## src/rtl/switch_port_tx.sv

```systemverilog
// Per-port transmitter: buffers host packets, drops bad destinations, and launches
// single-cycle pulses into a switch input port with a minimum idle gap between them.
//
// state  | meaning
// S_IDLE | may launch when enabled and a packet is queued
// S_HOLD | enforcing the idle gap after a launch (gap_cnt counts down)
module switch_port_tx #(
    parameter int ADDR_WIDTH    = 4,
    parameter int PAYLOAD_WIDTH = 8,
    parameter int PORT_ID       = 0,
    parameter int FIFO_DEPTH    = 4,
    parameter int GAP           = 2
) (
    input  logic                     clk,
    input  logic                     rst_n,
    input  logic                     host_valid,
    output logic                     host_ready,
    input  logic [ADDR_WIDTH-1:0]    host_target,
    input  logic [PAYLOAD_WIDTH-1:0] host_data,
    input  logic                     enable,
    output logic                     tx_valid,
    output logic [ADDR_WIDTH-1:0]    tx_source,
    output logic [ADDR_WIDTH-1:0]    tx_target,
    output logic [PAYLOAD_WIDTH-1:0] tx_data,
    output logic [15:0]              sent_cnt,
    output logic [15:0]              drop_cnt,
    output logic                     busy
);
    localparam int PTR_W   = (FIFO_DEPTH > 1) ? $clog2(FIFO_DEPTH) : 1;
    localparam int CNT_W   = PTR_W + 1;
    localparam int ENTRY_W = ADDR_WIDTH + PAYLOAD_WIDTH;
    localparam logic [CNT_W-1:0]      FULL    = CNT_W'(FIFO_DEPTH);
    localparam logic [CNT_W-1:0]      CNT_ONE = CNT_W'(1);
    localparam logic [ADDR_WIDTH-1:0] ONE     = ADDR_WIDTH'(1);
    localparam logic [ADDR_WIDTH-1:0] SELF    = ONE << PORT_ID;
    localparam logic [3:0]            GAP_LD  = 4'(GAP);

    typedef enum logic {S_IDLE, S_HOLD} state_t;

    state_t     state, state_nxt;
    logic [3:0] gap_cnt, gap_cnt_nxt;

    logic [ENTRY_W-1:0] mem [FIFO_DEPTH];
    logic [PTR_W-1:0]   wr_ptr, rd_ptr;
    logic [CNT_W-1:0]   count;

    logic accept, target_ok, push, pop, launch;

    // Exactly one bit set, and not addressed back to our own port.
    assign target_ok = (host_target != '0) &&
                       ((host_target & (host_target - ONE)) == '0) &&
                       (host_target != SELF);

    assign host_ready = (count != FULL);
    assign accept     = host_valid && host_ready;
    assign busy       = (state != S_IDLE) || (count != '0) || tx_valid;

    // FSM: state register
    always_ff @(posedge clk or negedge rst_n) begin
        if (!rst_n) begin
            state   <= S_IDLE;
            gap_cnt <= 4'd0;
        end else begin
            state   <= state_nxt;
            gap_cnt <= gap_cnt_nxt;
        end
    end

    // FSM: next state
    always_comb begin
        state_nxt   = state;
        gap_cnt_nxt = gap_cnt;
        case (state)
            S_IDLE: begin
                if (launch && (GAP != 0)) begin
                    state_nxt   = S_HOLD;
                    gap_cnt_nxt = GAP_LD;
                end
            end
            S_HOLD: begin
                gap_cnt_nxt = gap_cnt - 4'd1;
                if (gap_cnt == 4'd1)
                    state_nxt = S_IDLE;
            end
            default: state_nxt = S_IDLE;
        endcase
    end

    // FSM: outputs
    always_comb begin
        launch = (state == S_IDLE) && enable && (count != '0);
        pop    = launch;
        push   = accept && target_ok;
    end

    always_ff @(posedge clk) begin
        if (push)
            mem[wr_ptr] <= {host_target, host_data};
    end

    always_ff @(posedge clk or negedge rst_n) begin
        if (!rst_n) begin
            wr_ptr <= '0;
            rd_ptr <= '0;
            count  <= '0;
        end else begin
            if (push)
                wr_ptr <= wr_ptr + 1'b1;
            if (pop)
                rd_ptr <= rd_ptr + 1'b1;
            case ({push, pop})
                2'b10:   count <= count + CNT_ONE;
                2'b01:   count <= count - CNT_ONE;
                default: count <= count;
            endcase
        end
    end

    // Fields are forced to zero whenever no pulse is being launched.
    always_ff @(posedge clk or negedge rst_n) begin
        if (!rst_n) begin
            tx_valid  <= 1'b0;
            tx_source <= '0;
            tx_target <= '0;
            tx_data   <= '0;
        end else if (launch) begin
            tx_valid               <= 1'b1;
            tx_source              <= SELF;
            {tx_target, tx_data}   <= mem[rd_ptr];
        end else begin
            tx_valid  <= 1'b0;
            tx_source <= '0;
            tx_target <= '0;
            tx_data   <= '0;
        end
    end

    always_ff @(posedge clk or negedge rst_n) begin
        if (!rst_n) begin
            sent_cnt <= 16'd0;
            drop_cnt <= 16'd0;
        end else begin
            if (launch && (sent_cnt != 16'hFFFF))
                sent_cnt <= sent_cnt + 16'd1;
            if (accept && !target_ok && (drop_cnt != 16'hFFFF))
                drop_cnt <= drop_cnt + 16'd1;
        end
    end

endmodule

```

## config.mk

```make
export PLATFORM = sky130hd
export DESIGN_NAME = switch_port_tx
export DESIGN_NICKNAME = d
export VERILOG_FILES = /design/src/rtl/switch_port_tx.sv
export SDC_FILE = /design/constraint.sdc
export NUM_CORES = 1
export LEC_CHECK = 0
export ABC_AREA = 1
export CELL_PAD_IN_SITES_DETAIL_PLACEMENT = 0
export CELL_PAD_IN_SITES_GLOBAL_PLACEMENT = 1
export CORE_MARGIN = 2
export CORE_UTILIZATION = 37
export DETAILED_ROUTE_END_ITERATION = 8
export PLACE_DENSITY = 0.77
export SLEW_MARGIN = 30
export SYNTH_ARGS = -nofsm -noshare
export SYNTH_HDL_FRONTEND = slang
export SYNTH_SLANG_ARGS = --single-unit
export TNS_END_PERCENT = 1
```

## constraint.sdc

```tcl
create_clock -name clk -period 4.4 [get_ports clk]
set_clock_uncertainty 0.1 [all_clocks]
set_input_delay 0.44 -clock clk [delete_from_list [all_inputs] [get_ports clk]]
set_output_delay 0.44 -clock clk [all_outputs]
set_load 0.005 [all_outputs]
```

==> impl_metrics.json <==
{
  "timing.hold.ws_ns": 0.02215,
  "cp_data_arrival_time_ns": 2.68,
  "initial_utilization_pct": 37.86,
  "relSlewSlack_pct": 39.83,
  "vias": 3730,
  "grt_use_total_pct": 16.57,
  "clock_sinks": 105,
  "synth_cell_type_count": 32,
  "ys_ff_latch": 105,
  "grt_pass1_wl_um": 18710,
  "final_util_pct": 45.97,
  "gp_congestion": 0.7761,
  "htree_levels": 3,
  "syn_area_mm2": 0.005014,
  "dp_hpwl_um": 7535,
  "crit_fanout": 7,
  "synth_area_leaders": "edfxtp_1 29%, dfrtp_1 28%, nand2_1 11%",
  "cts_tree": "yes",
  "io_buffers": 63,
  "ys.flop_type": "dfrtp_1",
  "fp.dieW_um": 120.4,
  "rows": 42,
  "synth_area_leader_cell": "edfxtp_1",
  "vdd_drop_max_mv": 0.2787,
  "synth_commonest_cells": "144 x nand2_1, 92 x nor2_1, 57 x dfrtp_1",
  "status": "finished, final reports clean",
  "route.detailed.drc": 0,
  "grt_start_max_net_pins": 31,
  "cp-start-kind": "input pin",
  "clk_latency_ns": 0.35,
  "setup.worst_path.start": "host_target[3]",
  "max-clock-path-buffers": 2,
  "syn_to_final_growth_pct": 21.41,
  "postCtsSetupBuffers": 0,
  "vias_per_cell": 4.758,
  "fmax_ghz": 0.3676,
  "min_path_type": "input pin to async pin",
  "maxCapViolCount": 0,
  "synth-edff-count": 48,
  "wirelength_um": 11090,
  "dieArea_mm2": 0.01450,
  "fin_tns_setup_ns": 0,
  "slew_viol_final": 0,
  "first_iter_violations": 226,
  "synth_warnings": 0,
  "avgRoutedWirePerCell_um": 14.14,
  "synthCells": 541,
  "leakage_nw": 2.546,
  "io_pins": 67,
  "cts_root_buf": "clkbuf_16",
  "rsz0062_at_grt": "no",
  "setup_viol": 0,
  "nets": 629,
  "ys_seq_area_share_pct": 57.20,
  "fill_cells": 1258,
  "cts-resized-gates": 0,
  "crit_required_ns": 4.36,
  "core_mm2": 0.01324,
  "powerDensity_mw_per_mm2": 502.6,
  "yosysTopAreaCellShare_pct": 28.75,
  "worstMarginPinSlew_ns": 0.9025,
  "hold_buffers": 0,
  "antenna_found_initial": 0,
  "period_minus_slack_ns": 2.721,
  "cts.reportedPaths.clkPinSlew_ns": 0.07,
  "critPathKind": "input pin to flip-flop",
  "first_pass_iters": 7,
  "numCtsBuffers": 9,
  "rr_startpoint": "count[0]$_DFFE_PN0P_",
  "ant_nets": 0,
  "drive_gt1_share_pct": 7.730,
  "insertedDiodeCount": 0,
  "end_kind": "flip-flop",
  "min_period_over_period_pct": 61.83,
  "hold_viol": 0,
  "die_h_um": 120.4,
  "synthArstFlopShare_pct": 54.29,
  "grt_pass1_vias": 3667,
  "grt_overflow_total": 0,
  "syn_area_per_cell_um2": 9.267,
  "synth.most_common_cell": "nand2_1"
}
==> state kept, by name, indices dropped and copies added, names as in the netlist, 2 cells and up <==
name / cells
count: 3
drop_cnt: 16
gap_cnt: 4
mem: 48
rd_ptr: 2
sent_cnt: 16
tx_data: 8
tx_target: 4
wr_ptr: 2
==> critical path: stages <==
cell and delay, ns:
clkdlybuf4s50_1 0.52, o21ai_0 0.20, nand3_1 0.20, nor2_1 0.29
inv_1 0.17, nor2_1 0.58, buf_4 0.28
==> path summary, 6_finish.rpt <==
kind,cells after the start,end,slack [ns]
worst max-delay path,7,mem[1][3]$_DFFE_PP_,1.68
worst min-delay path,1,drop_cnt[9]$_DFFE_PN0P_,0.02
worst max register to register,7,mem[1][3]$_DFFE_PP_,2.10
worst min register to register,1,gap_cnt[3]$_DFFE_PN0P_,0.40
max in group asynchronous,2,tx_data[3]$_DFF_PN0_,3.29
min in group clk,1,gap_cnt[3]$_DFFE_PN0P_,0.40
==> metal layers <==
metal,vias to the layer above,share of wire (%),track usage (%)
li1,1880,-,-
met1,1779,48,22.27
met2,60,48,26.17
met3,11,3.4,3.113
met4,0,1.4,7.340
met5,-,0,0
==> logic make-up (layout without fill, tap and decap cells) <==
group                      Yosys count  count (layout)  synth area share (%)
AOI/OAI and AO/OA                   51              51                 5.166
and+or+nand+nor                    297             297                 26.10
other                                1               3               0.07480
adders and majority gates           10              10                 2.645
xor gates and xnor gates            19              19                 3.319
buffers and inverters               58             123                 5.490
DFF                                105             105                 57.20
==> through the flow <==
step	total power, mW	cells	cell area [µm²]	setup slack [ns]
finish	3.059	784	6087	1.679
global route	3.278	784	6087	1.525
CTS	3.098	784	6085	1.603
detailed placement	2.248	768	5772	1.228
global placement	2.214	768	5769	1.245
floorplan	1.914	543	5021	2.296
==> layout make-up <==
cell class                 count  area (µm²)  area share [%]
clock buffer                   9       225.2           3.700
clock inverter                 7       87.58           1.439
inverter                      41       155.1           2.549
multi-input combinational    380        1883           30.94
sequential                   105        2868           47.11
tap                          176       220.2           3.618
timing repair buffer          66       648.1           10.65
==> placed cells by master, fill, tap and decap left out, drive strengths merged <==
cell type and instances:
edfxtp 48, a31oi 1, fa 1, xor2 9
inv 42, conb 3, xnor2 10, nand3 36
a22oi 1, o21ai 35, clkbuf 9, ha 9
nor3 1, nand2 151, nor2 98, a21oi 14
clkinv 5, buf 4, nand4 10, bufinv 1
clkdlybuf4s50 62, nand3b 1, dfrtp 57
==> where the power goes <==
part	switching [mW]	internal, mW
clock network	0.382	0.452
registers	0.182	1.17
logic	0.497	0.374
Power figures use the tool's default switching activity.
